[src/rtl/qblock_item_dispenser.sv]
// Question-block item dispenser: per-car roulette spin, item hold and
// one-cycle use event, both channels fed from one free-running Galois LFSR.
module qblock_item_dispenser #(
  parameter int          ITEM_WIDTH  = 2,
  parameter int          NUM_ITEMS   = 3,
  parameter int          SPIN_FRAMES = 60,
  parameter logic [15:0] LFSR_SEED   = 16'hACE1
) (
  input  logic                  i_render_clk,
  input  logic                  i_rst_n,
  input  logic                  i_car1_collision,
  input  logic                  i_car2_collision,
  input  logic                  i_car1_use,
  input  logic                  i_car2_use,
  output logic [ITEM_WIDTH-1:0] o_car1_item,
  output logic [ITEM_WIDTH-1:0] o_car2_item,
  output logic                  o_car1_spinning,
  output logic                  o_car2_spinning,
  output logic                  o_car1_use_valid,
  output logic                  o_car2_use_valid,
  output logic [ITEM_WIDTH-1:0] o_car1_use_item,
  output logic [ITEM_WIDTH-1:0] o_car2_use_item
);

  localparam int              CNT_W     = (SPIN_FRAMES > 1) ? $clog2(SPIN_FRAMES) : 1;
  localparam logic [CNT_W-1:0] SPIN_LAST = CNT_W'(SPIN_FRAMES - 1);
  localparam logic [7:0]      NUM_B     = 8'(NUM_ITEMS);
  localparam logic [15:0]     LFSR_MASK = 16'hB400;

  typedef enum logic [1:0] {
    S_EMPTY,
    S_SPIN,
    S_HOLD
  } state_t;

  state_t                state_q     [2];
  state_t                state_d     [2];
  logic [CNT_W-1:0]      spin_cnt_q  [2];
  logic [CNT_W-1:0]      spin_cnt_d  [2];
  logic [ITEM_WIDTH-1:0] held_item_q [2];
  logic [ITEM_WIDTH-1:0] held_item_d [2];
  logic [ITEM_WIDTH-1:0] item_q      [2];
  logic [ITEM_WIDTH-1:0] item_d      [2];
  logic [ITEM_WIDTH-1:0] use_item_q  [2];
  logic [ITEM_WIDTH-1:0] use_item_d  [2];
  logic [ITEM_WIDTH-1:0] roll        [2];

  logic [1:0]  spinning_q;
  logic [1:0]  spinning_d;
  logic [1:0]  use_valid_q;
  logic [1:0]  use_valid_d;
  logic [1:0]  use_prev_q;
  logic [1:0]  use_prev_d;
  logic [1:0]  collision;
  logic [1:0]  use_in;
  logic [1:0]  rise;
  logic [15:0] lfsr_q;
  logic [15:0] lfsr_d;

  assign collision = {i_car2_collision, i_car1_collision};
  assign use_in    = {i_car2_use, i_car1_use};
  assign rise      = use_in & ~use_prev_q;

  always_comb begin
    lfsr_d     = {1'b0, lfsr_q[15:1]} ^ (lfsr_q[0] ? LFSR_MASK : 16'h0000);
    use_prev_d = use_in;
    roll[0]    = ITEM_WIDTH'((lfsr_q[7:0]  % NUM_B) + 8'd1);
    roll[1]    = ITEM_WIDTH'((lfsr_q[15:8] % NUM_B) + 8'd1);
  end

  always_comb begin
    for (int unsigned c = 0; c < 2; c++) begin
      state_d[c]     = state_q[c];
      spin_cnt_d[c]  = spin_cnt_q[c];
      held_item_d[c] = held_item_q[c];
      item_d[c]      = '0;
      use_valid_d[c] = 1'b0;
      use_item_d[c]  = '0;
      case (state_q[c])
        S_EMPTY: begin
          if (collision[c]) begin
            state_d[c]    = S_SPIN;
            spin_cnt_d[c] = '0;
            item_d[c]     = roll[c];
          end
        end
        S_SPIN: begin
          item_d[c] = roll[c];
          if (spin_cnt_q[c] == SPIN_LAST) begin
            state_d[c]     = S_HOLD;
            held_item_d[c] = roll[c];
            spin_cnt_d[c]  = '0;
          end else begin
            spin_cnt_d[c] = spin_cnt_q[c] + CNT_W'(1);
          end
        end
        S_HOLD: begin
          // Use wins over a same-cycle collision; the collision is dropped.
          if (rise[c]) begin
            state_d[c]     = S_EMPTY;
            use_valid_d[c] = 1'b1;
            use_item_d[c]  = held_item_q[c];
            held_item_d[c] = '0;
          end else begin
            item_d[c] = held_item_q[c];
          end
        end
        default: begin
          state_d[c] = S_EMPTY;
        end
      endcase
      spinning_d[c] = (state_d[c] == S_SPIN);
    end
  end

  always_ff @(posedge i_render_clk or negedge i_rst_n) begin
    if (!i_rst_n) begin
      lfsr_q      <= LFSR_SEED;
      use_prev_q  <= '0;
      spinning_q  <= '0;
      use_valid_q <= '0;
      for (int unsigned c = 0; c < 2; c++) begin
        state_q[c]     <= S_EMPTY;
        spin_cnt_q[c]  <= '0;
        held_item_q[c] <= '0;
        item_q[c]      <= '0;
        use_item_q[c]  <= '0;
      end
    end else begin
      lfsr_q      <= lfsr_d;
      use_prev_q  <= use_prev_d;
      spinning_q  <= spinning_d;
      use_valid_q <= use_valid_d;
      for (int unsigned c = 0; c < 2; c++) begin
        state_q[c]     <= state_d[c];
        spin_cnt_q[c]  <= spin_cnt_d[c];
        held_item_q[c] <= held_item_d[c];
        item_q[c]      <= item_d[c];
        use_item_q[c]  <= use_item_d[c];
      end
    end
  end

  assign o_car1_item      = item_q[0];
  assign o_car2_item      = item_q[1];
  assign o_car1_spinning  = spinning_q[0];
  assign o_car2_spinning  = spinning_q[1];
  assign o_car1_use_valid = use_valid_q[0];
  assign o_car2_use_valid = use_valid_q[1];
  assign o_car1_use_item  = use_item_q[0];
  assign o_car2_use_item  = use_item_q[1];

endmodule

[config.mk]
export PLATFORM = sky130hd
export DESIGN_NAME = qblock_item_dispenser
export DESIGN_NICKNAME = d
export VERILOG_FILES = /design/src/rtl/qblock_item_dispenser.sv
export SDC_FILE = /design/constraint.sdc
export NUM_CORES = 1
export LEC_CHECK = 0
export ABC_AREA = 1
export BUFFER_PORTS_ARGS = -buffer_cell sky130_fd_sc_hd__clkbuf_2
export CAP_MARGIN = 20
export CORE_ASPECT_RATIO = 1.75
export CORE_MARGIN = 3
export CORE_UTILIZATION = 60
export DETAILED_ROUTE_END_ITERATION = 10
export PLACE_DENSITY = 0.79
export SLEW_MARGIN = 10
export SYNTH_ARGS = -nofsm -noshare
export SYNTH_HDL_FRONTEND = slang
export SYNTH_SLANG_ARGS = --single-unit
export TNS_END_PERCENT = 1
[constraint.sdc]
create_clock -name i_render_clk -period 4.28 [get_ports i_render_clk]
set_input_delay 0 -clock i_render_clk [delete_from_list [all_inputs] [get_ports i_render_clk]]
set_output_delay 0 -clock i_render_clk [all_outputs]
set_load 0.01 [all_outputs]
==> flow_metrics.env <==
export IMPL_status="complete, no violations"
export IMPL_wl_met1_um=1980
export IMPL_dp_slack_ps=987
export IMPL_clk_path_buf_depth=2
export IMPL_die_y_um=95.6
export IMPL_max_freq_mhz=304
export IMPL_portBuffers=17
export IMPL_synthToLayoutAreaGrowth_pct=10.5
export IMPL_first_pass_iters=4
export IMPL_die_w_um=57.2
export IMPL_syn_inst=335
export IMPL_synth_avg_cell_area_um2=8.22
export IMPL_htreeDepth=2
export IMPL_vias=2184
export IMPL_tightest_slew_ps=651
export IMPL_wl_per_cell_um=11.7
export IMPL_wl_um=4880
export IMPL_drive_above_1_share=0.217
export IMPL_grt_max_degree=51
export IMPL_reg2reg_from="lfsr_q[15]$_DFF_PN1_"
export IMPL_pin_count=18
export IMPL_antenna_found_initial=0
export IMPL_swShare=0.281
export IMPL_drtIter0Drc=57
export IMPL_synth_seq_area_share=0.458
export IMPL_rows=32
export IMPL_clkTransAtPathRegs_ps=90
export IMPL_synth_top_flop_cell="dfrtp_1"
export IMPL_ys_seq_elements=50
export IMPL_post_route_drc_count=0
export IMPL_end_kind="flip-flop"
export IMPL_place_hpwl_um=3730
export IMPL_grt_pass1_wl_um=8620
export IMPL_synth_edf_count=0
export IMPL_synthesis_area_mm2=0.00276
export IMPL_startpoint="lfsr_q[15]$_DFF_PN1_"
export IMPL_drt_antenna_violating_nets=0
export IMPL_ir_worst_vdd_mv=0.376
export IMPL_clockPowerShare=0.268
export IMPL_crit_arrival_ps=3520
export IMPL_cts_tree="built"
export IMPL_finalHoldViolCount=0
export IMPL_slew_headroom=0.561
export IMPL_synth_area_leader_cell="dfrtp_1"
export IMPL_cts_repair_resized=0
export IMPL_period_share=0.768
export IMPL_grt_pass1_vias=2100
export IMPL_cap_violations=0
export IMPL_cp_start_kind="flip-flop"
export IMPL_skew_ps=8.72
export IMPL_diodes=0
export IMPL_gp_congestion=0.819
export IMPL_clock_sinks=50
export IMPL_dr_max_layer_used="met4"
export IMPL_p_sw_uw=294
export IMPL_viasPerCell=5.26
export IMPL_synth_warnings=0
export IMPL_core_area_mm2=0.00440
export IMPL_synthesis_nets=347
export IMPL_fin_tns_setup_ps=0
export IMPL_hp_class="input port to asynchronous set/reset pin"
export IMPL_power_internal_uw=751
export IMPL_cts_root_buf="clkbuf_8"
export IMPL_setup_viol=0
export IMPL_start_util=0.626
export IMPL_dr_wl_met2_um=2680
export IMPL_finalCriticalPeriod_ps=3290
export IMPL_grt_usage=0.200
export IMPL_ys_top_cells_by_area="dfrtp_1 (38%), nand2_1 (9.8%), dfstp_2 (7.6%)"
export IMPL_wl_met3_um=94
export IMPL_crit_type="flip-flop to flip-flop"
export IMPL_pwr_density_cell_mw_per_mm2=343
export IMPL_async_reset_ff_frac=1.00
export IMPL_p_seq_frac=0.569
export IMPL_finalWorstSetupSlack_ps=994
export IMPL_p_leak_uw=0.00155
export IMPL_critical_path_required_ps=4520
export IMPL_cp_max_fo=6
export IMPL_cts_made_buffers=5
export IMPL_power_frac_comb=0.163
export IMPL_final_nets=375
export IMPL_ys_types=35
export IMPL_rsz0062_at_grt="no"
export IMPL_clkLatencyLatePin_ps=300
export IMPL_drv_slew=0
export IMPL_synth_top_area_frac=0.381
export IMPL_grt_overflow=0
export IMPL_die_area_mm2=0.00547
[state kept, by name, indices dropped and copies added (netlist names)]
signal and flops:
held_item_q 4, spinning_q 2, spin_cnt_q 12, state_q 4, o_car1_item 2, o_car2_item 2, o_car2_use_item 2, o_car1_use_item 2
use_valid_q 2, use_prev_q 2, lfsr_q 16
[path summary, 6_finish.rpt]
check / end / slack, ps / cells past startpoint
worst min-delay path: use_valid_q[1]$_DFF_PN0_ / 330 / 3
worst min register to register: lfsr_q[6]$_DFF_PN1_ / 400 / 0
max in group asynchronous: spin_cnt_q[9]$_DFFE_PN0P_ / 3520 / 3
worst max register to register: held_item_q[1]$_DFFE_PN0P_ / 990 / 24
min in group i_render_clk: use_prev_q[1]$_DFF_PN0_ / 360 / 2
worst max-delay path: held_item_q[1]$_DFFE_PN0P_ / 990 / 24
[per-layer routing]
metal | track usage | up-vias
met5 | 0 | -
met2 | 0.365 | 22
met4 | 0.0832 | 0
met3 | 0.0352 | 11
li1 | - | 1124
met1 | 0.224 | 1027
[stage by stage]
| step | hold WS, ps | cell area, um^2 | total power [uW] | instances | util |
|---|---|---|---|---|---|
| finish | 335 | 3050 | 1040 | 415 | 0.691 |
| CTS | 344 | 3050 | 1060 | 415 | 0.691 |
| global route | 364 | 3050 | 1110 | 415 | 0.691 |
| floorplan | -296 | 2760 | 722 | 335 | - |
| detailed placement | 126 | 2900 | 771 | 402 | 0.659 |
| global placement | 128 | 2900 | 765 | 402 | 0.659 |
[logic make-up (layout without fill, tap and decap cells)]
family	count (synthesis)	after routing	synth area share
adder cells (fa/ha/maj)	6	6	0.0272
flip-flops	50	50	0.458
AO/OA/AOI/OAI	38	38	0.0876
buffers and inverters	58	87	0.0804
AND/OR/NAND/NOR	171	171	0.309
XOR/XNOR	12	12	0.0381
[synthesized netlist by cell type, types with 3 or more instances]
master / instances
o21ai_1: 8
a21oi_1: 5
nor3_1: 3
ha_1: 6
dfrtp_1: 42
nor2_1: 29
nand2_2: 10
inv_2: 9
xor2_1: 8
nand2_4: 3
nand4_1: 6
o21ai_0: 9
nor2_2: 3
nand2_1: 72
xnor2_1: 4
dfstp_2: 8
o21ai_2: 5
inv_1: 46
nand3_2: 8
nand3_1: 31
[timing repair]
action / CTS / global route
setup buffers: 0 / 0
hold buffers: 5 / 0
hold endpoints to repair: 49 / 0
[worst max-delay path, stage by stage, from the launching register on]
cell	delay (ps)
dfstp_2	580
inv_1	90
o21ai_2	160
nand3_2	110
nand3_1	100
nand2_2	70
nand3_2	90
nand2_4	70
nand2_2	90
nand3_1	130
and2_4	200
ha_1	210
nor2_4	170
nand2_2	100
nand2_1	70
nand2_1	60
ha_1	170
o21bai_1	170
inv_2	110
nand3_4	90
nand2_1	60
nand2_1	60
nand2_2	80
nand3_2	80
a21oi_2	120
[area by class of cell]
class / count / area [um^2]
Clock buffer: 6 / 82.6
Inverter: 56 / 210
Clock inverter: 2 / 12.5
Sequential cell: 50 / 1260
Fill cell: 358 / 1360
Timing Repair Buffer: 23 / 143
Multi-Input combinational cell: 227 / 1270
Tap cell: 51 / 63.8
[layout by cell type, fill, tap and decap left out, types with 2 or more instances in the layout]
cell type       n
ha_1            6
nand2_1        72
xor2_1          8
a21oi_2         2
o21ai_1         8
o21ai_0         9
a21oi_1         5
a32o_1          2
nor3_1          3
clkbuf_8        6
nand2_4         3
nor2_2          3
nand4_1         6
a22oi_1         2
inv_2           9
nand3_1        31
dfstp_2         8
clkbuf_2       17
nand3_2         8
nand3_4         2
o21ai_2         5
o22ai_1         2
xnor2_1         4
dlygate4sd3_1   5
nor2_1         29
inv_1          46
dfrtp_1        42
nand2_2        10
[power by group through the flow]
stage / Combinational, uW / Clock (uW) / Sequential, uW
floorplan: 131 / 0 / 591
global placement: 164 / 0 / 601
detailed placement: 170 / 0 / 601
CTS: 174 / 290 / 594
global route: 200 / 307 / 604
finish: 170 / 280 / 594
Power figures use the tool's default switching activity.
